<file path="src/rtl/aes256_pkg.sv">
// Shared types and constants for the AES-256 unloading stage.
// State encoding, block geometry and error flag positions.
package aes256_pkg;

  localparam int AES_BLOCK_BYTES = 16;
  localparam int AES_BYTE_W      = 8;

  localparam int ERR_TIMEOUT = 0;
  localparam int ERR_OVERRUN = 1;

  typedef enum logic [1:0] {
    IDLE = 2'd0,
    REQ  = 2'd1,
    WAIT = 2'd2,
    OUT  = 2'd3
  } state_t;

endpackage

</file>
<file path="src/rtl/aes256_byte_packer.sv">
// Shift register that assembles upstream bytes MSB-first into a block,
// plus the byte counter that flags the final byte of the block.
module aes256_byte_packer
  import aes256_pkg::*;
#(
  parameter int NUM_BYTES = AES_BLOCK_BYTES,
  parameter int BYTE_W    = AES_BYTE_W
) (
  input  logic                        clk,
  input  logic                        rst_n,
  input  logic                        clr,
  input  logic                        shift_en,
  input  logic [BYTE_W-1:0]           byte_in,
  output logic                        last,
  output logic [NUM_BYTES*BYTE_W-1:0] word_out
);

  localparam int W  = NUM_BYTES * BYTE_W;
  localparam int CW = $clog2(NUM_BYTES);

  logic [CW-1:0] r_cnt;
  logic [W-1:0]  r_sr;

  always_ff @(posedge clk or negedge rst_n) begin
    if (!rst_n) begin
      r_cnt <= '0;
      r_sr  <= '0;
    end else if (clr) begin
      r_cnt <= '0;
      r_sr  <= '0;
    end else if (shift_en) begin
      r_sr <= {r_sr[W-BYTE_W-1:0], byte_in};
      if (!last) begin
        r_cnt <= r_cnt + 1'b1;
      end
    end
  end

  assign last     = (r_cnt == CW'(NUM_BYTES - 1));
  assign word_out = r_sr;

endmodule

</file>
<file path="src/rtl/aes256_unloading.sv">
// Pulls the ciphertext out of the AES core byte by byte and hands the
// reassembled block to the consumer; flags stalls and early restarts.
module aes256_unloading
  import aes256_pkg::*;
#(
  parameter int NUM_BYTES   = AES_BLOCK_BYTES,
  parameter int BYTE_W      = AES_BYTE_W,
  parameter int TIMEOUT_CYC = 64
) (
  input  logic                        clk,
  input  logic                        rst_n,
  input  logic                        pi_enc_done,
  output logic                        po_next_val_req,
  input  logic                        pi_next_val_ready,
  input  logic [BYTE_W-1:0]           pi_data,
  output logic                        po_valid,
  input  logic                        pi_ready,
  output logic [NUM_BYTES*BYTE_W-1:0] po_data,
  output logic                        po_busy,
  output logic [1:0]                  po_err,
  input  logic                        pi_clr_err
);

  localparam int W  = NUM_BYTES * BYTE_W;
  localparam int TW = (TIMEOUT_CYC < 2) ? 1 : $clog2(TIMEOUT_CYC + 1);

  state_t          r_state;
  logic [TW-1:0]   r_tcnt;
  logic            r_req;
  logic            r_valid;
  logic [W-1:0]    r_data;
  logic [1:0]      r_err;

  logic            w_start;
  logic            w_shift;
  logic            w_last;
  logic            w_tout;
  logic            w_ovr;
  logic [1:0]      w_set;
  logic [W-1:0]    w_word;
  logic [W-1:0]    w_next;

  aes256_byte_packer #(
    .NUM_BYTES (NUM_BYTES),
    .BYTE_W    (BYTE_W)
  ) u_packer (
    .clk      (clk),
    .rst_n    (rst_n),
    .clr      (w_start),
    .shift_en (w_shift),
    .byte_in  (pi_data),
    .last     (w_last),
    .word_out (w_word)
  );

  // A start is legal from IDLE or on the very cycle OUT is accepted.
  assign w_start = pi_enc_done &&
                   ((r_state == IDLE) ||
                    ((r_state == OUT) && pi_ready));
  assign w_shift = (r_state == WAIT) && pi_next_val_ready;
  assign w_next  = {w_word[W-BYTE_W-1:0], pi_data};

  assign w_tout = (TIMEOUT_CYC != 0) &&
                  (r_state == WAIT) &&
                  !pi_next_val_ready &&
                  (r_tcnt == TW'(TIMEOUT_CYC - 1));
  assign w_ovr  = pi_enc_done &&
                  ((r_state == REQ) ||
                   (r_state == WAIT) ||
                   ((r_state == OUT) && !pi_ready));

  always_comb begin
    w_set              = '0;
    w_set[ERR_TIMEOUT] = w_tout;
    w_set[ERR_OVERRUN] = w_ovr;
  end

  always_ff @(posedge clk or negedge rst_n) begin
    if (!rst_n) begin
      r_state <= IDLE;
      r_tcnt  <= '0;
      r_req   <= 1'b0;
      r_valid <= 1'b0;
      r_data  <= '0;
      r_err   <= '0;
    end else begin
      r_req <= 1'b0;
      r_err <= (pi_clr_err ? 2'b00 : r_err) | w_set;
      case (r_state)
        IDLE: begin
          if (w_start) begin
            r_state <= REQ;
            r_req   <= 1'b1;
          end
        end
        REQ: begin
          r_tcnt  <= '0;
          r_state <= WAIT;
        end
        WAIT: begin
          if (pi_next_val_ready) begin
            if (w_last) begin
              r_state <= OUT;
              r_valid <= 1'b1;
              r_data  <= w_next;
            end else begin
              r_state <= REQ;
              r_req   <= 1'b1;
            end
          end else if (w_tout) begin
            r_state <= IDLE;
          end else begin
            r_tcnt <= r_tcnt + 1'b1;
          end
        end
        OUT: begin
          if (pi_ready) begin
            r_valid <= 1'b0;
            if (w_start) begin
              r_state <= REQ;
              r_req   <= 1'b1;
            end else begin
              r_state <= IDLE;
            end
          end
        end
        default: r_state <= IDLE;
      endcase
    end
  end

  assign po_next_val_req = r_req;
  assign po_valid        = r_valid;
  assign po_data         = r_data;
  assign po_err          = r_err;
  assign po_busy         = (r_state != IDLE);

endmodule

</file>
<file path="config.mk">
export PLATFORM = sky130hd
export DESIGN_NAME = aes256_unloading
export DESIGN_NICKNAME = d
export VERILOG_FILES = /design/src/rtl/aes256_pkg.sv /design/src/rtl/aes256_byte_packer.sv /design/src/rtl/aes256_unloading.sv
export SDC_FILE = /design/constraint.sdc
export NUM_CORES = 1
export LEC_CHECK = 0
export CORE_MARGIN = 3
export CORE_UTILIZATION = 55
export CTS_BUF_LIST = sky130_fd_sc_hd__clkbuf_16
export CTS_CLUSTER_SIZE = 16
export DETAILED_ROUTE_END_ITERATION = 8
export GPL_TIMING_DRIVEN = 0
export PLACE_DENSITY = 0.79
export SETUP_SLACK_MARGIN = 0.02
export SYNTH_ARGS = -nofsm -noshare
export SYNTH_HDL_FRONTEND = slang
export SYNTH_SLANG_ARGS = --single-unit
</file>
<file path="constraint.sdc">
create_clock -name clk -period 2.38 [get_ports clk]
set_clock_uncertainty 0.15 [all_clocks]
set_input_delay 0.595 -clock clk [delete_from_list [all_inputs] [get_ports clk]]
set_output_delay 0.595 -clock clk [all_outputs]
set_load 0.01 [all_outputs]
</file>
==> run metrics, run 1 <==
status=complete, no violations; crit share post-route=96.2%; crit path time final=2.29 ns; top cells by area, synth=dfrtp_1 (63%), nand2_1 (23%), a21oi_1 (6.0%); kind of critical path=register to output port; insertion delay to the later sink of the worst-skew pair=0.52 ns; TritonCTS clock tree=built; sequential-to-total area share from yosys stat=62.8%; core area=18,800 um2; Hold Crit Start=po_data[67]; multi-input gate area in the final layout=3480 um2; Warnings, synthesis=0; DR iter-0 viols=606; GRT overflow=0; largest net degree at the start of global routing=112; Hold Path Class=register to register; CP arrival=1.54 ns; final core utilization=70.7%; vias in the first global route=8,309; Worst IR Drop VDD=0.510 mV; Root Buffer=clkbuf_16; Longest Clk Path Bufs=3; fin nets=1,365; clock sinks=265; Syn Area/Cell=9.07 um2; CTS buffer count=26; IO Pins=147; sequential cell area=6630 um2; Post-Synthesis Cell Area=10,600 um2; CP Max Fanout=5; die width=145 um; area grow syn2layout=25.8%; Remaining DRCs=0; Die H=145 um; num rows=50; Worst-path clk slew=0.06 ns; Leak=6.57 nW; Yosys reg bits=265; DRT Wirelength=25,000 um; Fillers=1,441; RSZ-0062 raised after global routing=no; Ant. Diodes=0; initial antenna violation count=0; Setup crit start=r_state[0]; 1st-pass router iterations=5; Detail Placement HPWL=16,800 um; vias=8,367; Final ANT Viol Nets=0; Slew HR=60.5%; Final Max Slew Viols=0; Least-Margin Pin Slew=0.592 ns; Setup Viol. Count Final=0; syn_nets=1,185; Final Hold Viols=0; vias per std cell=5.24; Worst setup SP type=register; Pwr Density=777 nW/um2; cell count after synthesis=1,163; first-pass GRT wire length=41,300 um; starting density of the core=56.2%; routed len/inst=15.7 um; H-tree Lvls=1; port buffer count=146; post-synth top area share=62.8%; Fin Setup TNS=0 ns; overall power=10.3 mW; share of cells above drive strength 1=6.75%; required time worst endpoint=1.63 ns; CP endpoint kind=output port; Total GRT Usage=24.5%; Max-Cap Viols=0; fmax=437 MHz; worst r2r src=r_state[0]; Synth area leader=dfrtp_1; area of the die=20,900 um2; Netlist cell types=38; RD Place Congestion=0.822
## cell usage after synthesis (all sizes together)
| master | count |
|---|---|
| nand2 | 635 |
| inv | 7 |
| nand2b | 1 |
| a221oi | 1 |
| dfrtp | 265 |
| and2 | 4 |
| o31ai | 1 |
| nand3 | 5 |
| mux2i | 2 |
| o21ai | 6 |
| o41ai | 1 |
| nor3 | 3 |
| clkbuf | 24 |
| and4b | 3 |
| and3 | 1 |
| a21oi | 126 |
| a22o | 1 |
| xnor2 | 1 |
| a32oi | 1 |
| xor2 | 2 |
| o22ai | 1 |
| and2b | 1 |
| o21a | 1 |
| or2 | 1 |
| nand4 | 1 |
| nor2 | 4 |
| buf | 47 |
| a31o | 1 |
| nor2b | 3 |
| o211ai | 1 |
| a31oi | 2 |
| nand4b | 1 |
| a41oi | 1 |
| ha | 8 |
## per-stage QoR
step	hold WS [ns]	worst slack, ns	area (um2)	instances
after floorplan	0.149	0.560	10600	1163
after global placement	0.306	-10.48	12300	1543
after detailed placement	0.311	-0.246	12400	1545
after CTS	0.326	0.0781	13300	1595
after global routing	0.344	0.0282	13300	1596
final	0.319	0.0908	13300	1596
## cells by family (layout without fill, tap and decap cells)
group                    after synthesis  in the layout  synth area share, %
adder cells (fa/ha/maj)                8              8                0.949
flip-flops                           265            265                 62.8
XOR/XNOR                               3              3                0.249
AO/OA/AOI/OAI                        144            144                 7.28
multiplexers                           2              2                0.190
buffers and inverters                 78            277                 4.27
AND/OR/NAND/NOR                      663            663                 24.2
## placed cells by master, fill, tap and decap left out, types with 5 or more instances in the layout
| cell | instances |
|---|---|
| a21oi_1 | 126 |
| buf_2 | 24 |
| buf_4 | 11 |
| buf_6 | 13 |
| clkbuf_1 | 24 |
| clkbuf_16 | 27 |
| clkdlybuf4s50_1 | 144 |
| clkinv_1 | 6 |
| dfrtp_1 | 265 |
| ha_1 | 7 |
| inv_1 | 11 |
| nand2_1 | 634 |
| nand3_1 | 5 |
| o21ai_0 | 6 |
## area by class of cell
type,count,share of cell area (%)
plain buffers,71,3.20
clock buffers,27,5.09
clock inverters,20,1.40
inverters,7,0.198
multi-input cells,820,26.2
flip-flops and latches,265,50.0
well taps,234,2.21
repair buffers,152,11.7
## worst max-delay path, stage by stage (launching register included)
cell	delay, ns
dfrtp_1	0.40
inv_2	0.12
ha_4	0.17
inv_1	0.05
dlygate4sd2_1	0.28
## flip-flops by register name, indices dropped and copies added, names as in the netlist
signal             count
r_state                2
u_packer.word_out    120
po_data              128
r_tcnt                 7
po_err                 2
po_valid               1
po_next_val_req        1
u_packer.r_cnt         4
## path summary, 6_finish.rpt
path / end / slack, ns / depth (start not counted)
max in group asynchronous: u_packer.word_out[4] / 0.69 / 3
worst max-delay path: po_busy / 0.09 / 4
worst min register to register: po_data[67] / 0.32 / 2
worst max register to register: u_packer.word_out[16] / 0.16 / 8
worst min-delay path: po_data[67] / 0.32 / 2
min in group asynchronous: po_data[112] / 0.44 / 2
## layer usage
layer	GRT usage [%]	up-vias	wire, um
li1	-	4029	-
met1	35.2	4103	11200
met2	39.6	188	12200
met3	3.84	47	992
met4	6.33	0	591
met5	0	-	0
## power breakdown
part           internal (mW)  total (mW)  switching [mW]  leakage (nW)
Clock                   2.47        4.17            1.70         0.446
Sequential              4.67        4.80           0.138          3.69
Combinational          0.418        1.35           0.929          2.43
## timing repair
| item | 4_1_cts | 5_1_grt |
|---|---|---|
| pin swaps | 0 | 0 |
| endpoints found under the hold margin | 60 | 0 |
| hold buffers | 1 | 0 |
| buffers inserted | 2 | 1 |
| setup endpoints to repair | 1 | 1 |
| gates resized for setup | 5 | 0 |
No activity file was read; power rests on OpenSTA's default activity.
==> run 2, diff against run 1 <==
==> constraint.sdc (replaced) <==
create_clock -name clk -period 2.38 [get_ports clk]
set_clock_uncertainty 0.15 [all_clocks]
set_input_delay 0.238 -clock clk [delete_from_list [all_inputs] [get_ports clk]]
set_output_delay 0.238 -clock clk [all_outputs]
set_load 0.01 [all_outputs]
==> run metrics, run 2 (same netlist as run 1, synthesis figures left out) <==
largest delay contributor family on the critical path=buffers and inverters; port buffer count=146; CP Max Fanout=5; required time worst endpoint=1.99 ns; minimum hold slack=0.0796 ns; 1st-pass router iterations=5; fmax=441 MHz; insertion delay to the later sink of the worst-skew pair=0.52 ns; Final Max Slew Viols=0; CP most frequent cell=inv_1; max reg flops=128; Reg power frac=46.8%; Worst setup SP type=register; Ant. Diodes=0; DRT Wirelength=24,900 um; Switching Fraction=26.7%; most frequent cells in the layout=nand2_1 (634), dfrtp_1 (265), clkdlybuf4s50_1 (145); Worst IR Drop VDD=0.531 mV; H-tree Lvls=1; Fin Setup TNS=0 ns; vias in the first global route=8,289; vias=8,322; clock sinks=265; Setup Viol. Count Final=0; Leak=6.56 nW; overall power=10.3 mW; most common cell after layout, fill and taps aside=nand2_1; Pwr Density=775 nW/um2; area of the die=20,900 um2; max incr delay on CP=0.47 ns; WP buf/inv=3; initial antenna violation count=0; CP max stage cell=clkdlybuf4s50_1; IO Pins=147; DR iter-0 viols=619; setup ws final=0.111 ns; Hold Path Class=input pin to async pin; largest net degree at the start of global routing=112; status=complete, no violations; fin nets=1,363; core area=18,800 um2; Worst-path clk slew=0.06 ns; Remaining DRCs=0; crit share post-route=95.4%; Gate power share=12.6%; CTS buffer count=26; Slew HR=61.3%; die width=145 um; NetSw=2.74 mW; Detail Placement HPWL=16,800 um; RD Place Congestion=0.822; first-pass GRT wire length=41,200 um; Total GRT Usage=24.4%; CP arrival=1.88 ns; Final Hold Viols=0; Least-Margin Pin Slew=0.580 ns; vias per std cell=5.22; Die H=145 um; kind of critical path=register to output port; clock network fraction of total power=40.6%; Place WS=0.111 ns; Root Buffer=clkbuf_16; CP endpoint kind=output port; RSZ-0062 raised after global routing=no; TritonCTS clock tree=built; critical path cell sequence=inv_1, ha_2, inv_1, clkdlybuf4s50_1; starting density of the core=56.2%; area grow syn2layout=25.6%; Max-Cap Viols=0; Longest Clk Path Bufs=3; Internal=7.53 mW; share of cells above drive strength 1=6.47%; routed len/inst=15.6 um; crit path time final=2.27 ns; GRT overflow=0; num rows=50; Final ANT Viol Nets=0
==> run 2: cell type report <==
cell class              instances  area [um2]
fillers                      1445        5520
well taps                     234         293
flip-flops and latches        265        6630
clock buffers                  27         676
plain buffers                  71         427
multi-input cells             820        3470
inverters                       7        26.3
repair buffers                150        1540
clock inverters                20         185
==> run 2: worst paths after layout <==
check | slack, ns | from | endpoint | depth (start not counted)
min in group clk | 0.12 | pi_data[7] | po_data[7] | 3
setup reg to reg | 0.18 | r_state[0] | u_packer.word_out[16] | 8
hold reg to reg | 0.32 | po_data[67] | po_data[67] | 2
hold / removal | 0.08 | rst_n | po_data[112] | 2
max in group asynchronous | 1.08 | rst_n | u_packer.r_cnt[2] | 3
setup / recovery | 0.11 | r_state[1] | po_busy | 4
==> run 2: through the flow <==
stage | instances | area, um2 | utilization (%)
after floorplan | 1163 | 10600 | -
after global placement | 1543 | 12300 | 65.6
after detailed placement | 1545 | 12400 | 65.9
after CTS | 1593 | 13200 | 70.5
after global routing | 1594 | 13300 | 70.6
final | 1594 | 13300 | 70.6
==> run 2: routing by layer <==
| metal | global-route usage, % | share of wire, % | vias to the layer above |
|---|---|---|---|
| met5 | 0 | 0 | - |
| met4 | 6.33 | 2.5 | 0 |
| met3 | 3.84 | 3.9 | 51 |
| met2 | 39.4 | 48 | 185 |
| met1 | 35.1 | 45 | 4058 |
| li1 | - | - | 4028 |
==> run 2: repair_timing <==
item,in CTS,in global routing
endpoints found under the hold margin,91,0
hold buffers,1,0
setup buffers,0,1
gates resized for setup,0,2
setup endpoints to repair,0,35
==> run 2: power groups by stage <==
stage / Sequential (mW) / Combinational [mW] / Clock (mW)
5_1_grt: 4.82 / 1.46 / 4.42
3_5_place_dp: 4.89 / 1.27 / 0
4_1_cts: 4.81 / 1.29 / 4.22
3_3_place_gp: 4.89 / 1.23 / 0
2_1_floorplan: 4.86 / 0.805 / 0
6_report: 4.81 / 1.30 / 4.17
==> run 3, diff against run 2 <==
- CORE_UTILIZATION: 55 -> 61
- CTS_BUF_LIST: sky130_fd_sc_hd__clkbuf_16 -> sky130_fd_sc_hd__clkbuf_4
- DONT_BUFFER_PORTS: unset -> 1
- PLACE_DENSITY: 0.79 -> unset
- PLACE_DENSITY_LB_ADDON: unset -> 0.05
==> run metrics, run 3 (same netlist as run 1, synthesis figures left out) <==
clock sinks=265; CP max stage cell=dlygate4sd3_1; Final Hold Viols=265; CTS buffer count=67; Leak=6.12 nW; Setup crit end=po_err[0]; GRT overflow=0; DRT Wirelength=23,900 um; Fin Setup TNS=0 ns; most common cell after layout, fill and taps aside=nand2_1; minimum hold slack=-0.852 ns; worst r2r src=r_state[0]; Remaining DRCs=0; share of cells above drive strength 1=11.9%; Hold Path Class=input pin to async pin; IO Pins=147; DR iter-0 viols=490; Worst IR Drop VDD=0.453 mV; RD Place Congestion=0.830; CP Max Fanout=10; violated checks=hold timing; most frequent cells in the layout=nand2_1 (634), dfrtp_1 (265), a21oi_1 (126); routed len/inst=16.0 um; RSZ-0062 raised after global routing=no; # Post-CTS Setup Buffers=0; Total GRT Usage=25.8%; R2R depth=7; Reg2Reg Capture Point=po_err[0]; Worst setup SP type=register; fmax=456 MHz; core area=16,800 um2; status=complete, but fails checks; CP endpoint kind=register; required time worst endpoint=2.73 ns; WP buf/inv=3; Die H=138 um; Longest Clk Path Bufs=3; max incr delay on CP=0.56 ns; initial antenna violation count=1; crit share post-route=92.1%; Least-Margin Pin Slew=0.483 ns; Setup Viol. Count Final=0; critical path depth in cells=7; kind of critical path=register to register; vias in the first global route=7,983; Pwr Density=820 nW/um2; starting density of the core=63.0%; largest delay contributor family on the critical path=buffers and inverters; largest net degree at the start of global routing=266; Setup crit start=r_state[0]; Root Buffer=clkbuf_4; first-pass GRT wire length=38,800 um; max reg flops=128; 1st-pass router iterations=5; area of the die=18,900 um2; fin nets=1,268; area grow syn2layout=11.4%; Final ANT Viol Nets=0; vias per std cell=5.36; hold buffers post-CTS=14; port buffer count=0; final core utilization=70.1%; CP arrival=2.55 ns; Final Max Slew Viols=0; Detail Placement HPWL=15,700 um; Worst-path clk slew=0.07 ns; H-tree Lvls=3; vias=8,023; crit path time final=2.19 ns; R2R Setup Slk=0.19 ns; insertion delay to the later sink of the worst-skew pair=0.63 ns; die width=138 um; critical path cell sequence=inv_1, ha_1, clkbuf_4, and2b_1, nand3_1, o21ai_0, dlygate4sd3_1; placed cell count=1,383; TritonCTS clock tree=built; Slew HR=67.4%; Final Non-Filler Cells=1,497; Max-Cap Viols=0; num rows=47
## run 3: repair_timing
action	CTS	global route
endpoints found under the setup margin	0	49
gates resized for setup	0	11
endpoints found under the hold margin	314	265
## run 3: metrics by stage
step	area, um2	total power, mW	setup slack, ns
2_1_floorplan	10600	5.66	0.560
3_3_place_gp	10800	5.96	0.169
3_5_place_dp	10800	5.98	0.159
4_1_cts	11700	9.71	0.147
5_1_grt	11800	10.1	0.0503
6_report	11800	9.63	0.188
## run 3: where the power goes
part	leakage (nW)	internal [mW]	switching [mW]
clock network	0.473	2.00	1.68
registers	3.69	4.67	0.150
logic	1.96	0.342	0.792
total	6.12	7.01	2.62
## run 3: final cells by class
cell class	count	area [um2]
Clock buffer	94	706
Fill cell	1347	5000
Multi-Input combinational cell	820	3470
Tap cell	220	275
Buffer	71	433
Inverter	7	26.3
Antenna cell	1	2.50
Sequential cell	265	6630
Clock inverter	5	71.3
Timing Repair Buffer	14	140
## run 3: worst min path at each step
stage                     cells after the start     endpoint  slack [ns]
after global placement                        0  po_data[67]       -0.20
after detailed placement                      0  po_data[70]       -0.20
after floorplan                               0   po_data[0]       -0.21
after global routing                          0  po_data[70]       -0.89
final                                         0  po_data[64]       -0.85
after CTS                                     0  po_data[64]       -0.92
## run 3: per-layer routing
layer,vias to the layer above,share of wire (%),track usage [%]
met1,3920,45,36.4
li1,3851,-,-
met4,0,1.4,8.76
met2,222,47,39.6
met3,30,6.8,6.39
met5,-,0,0
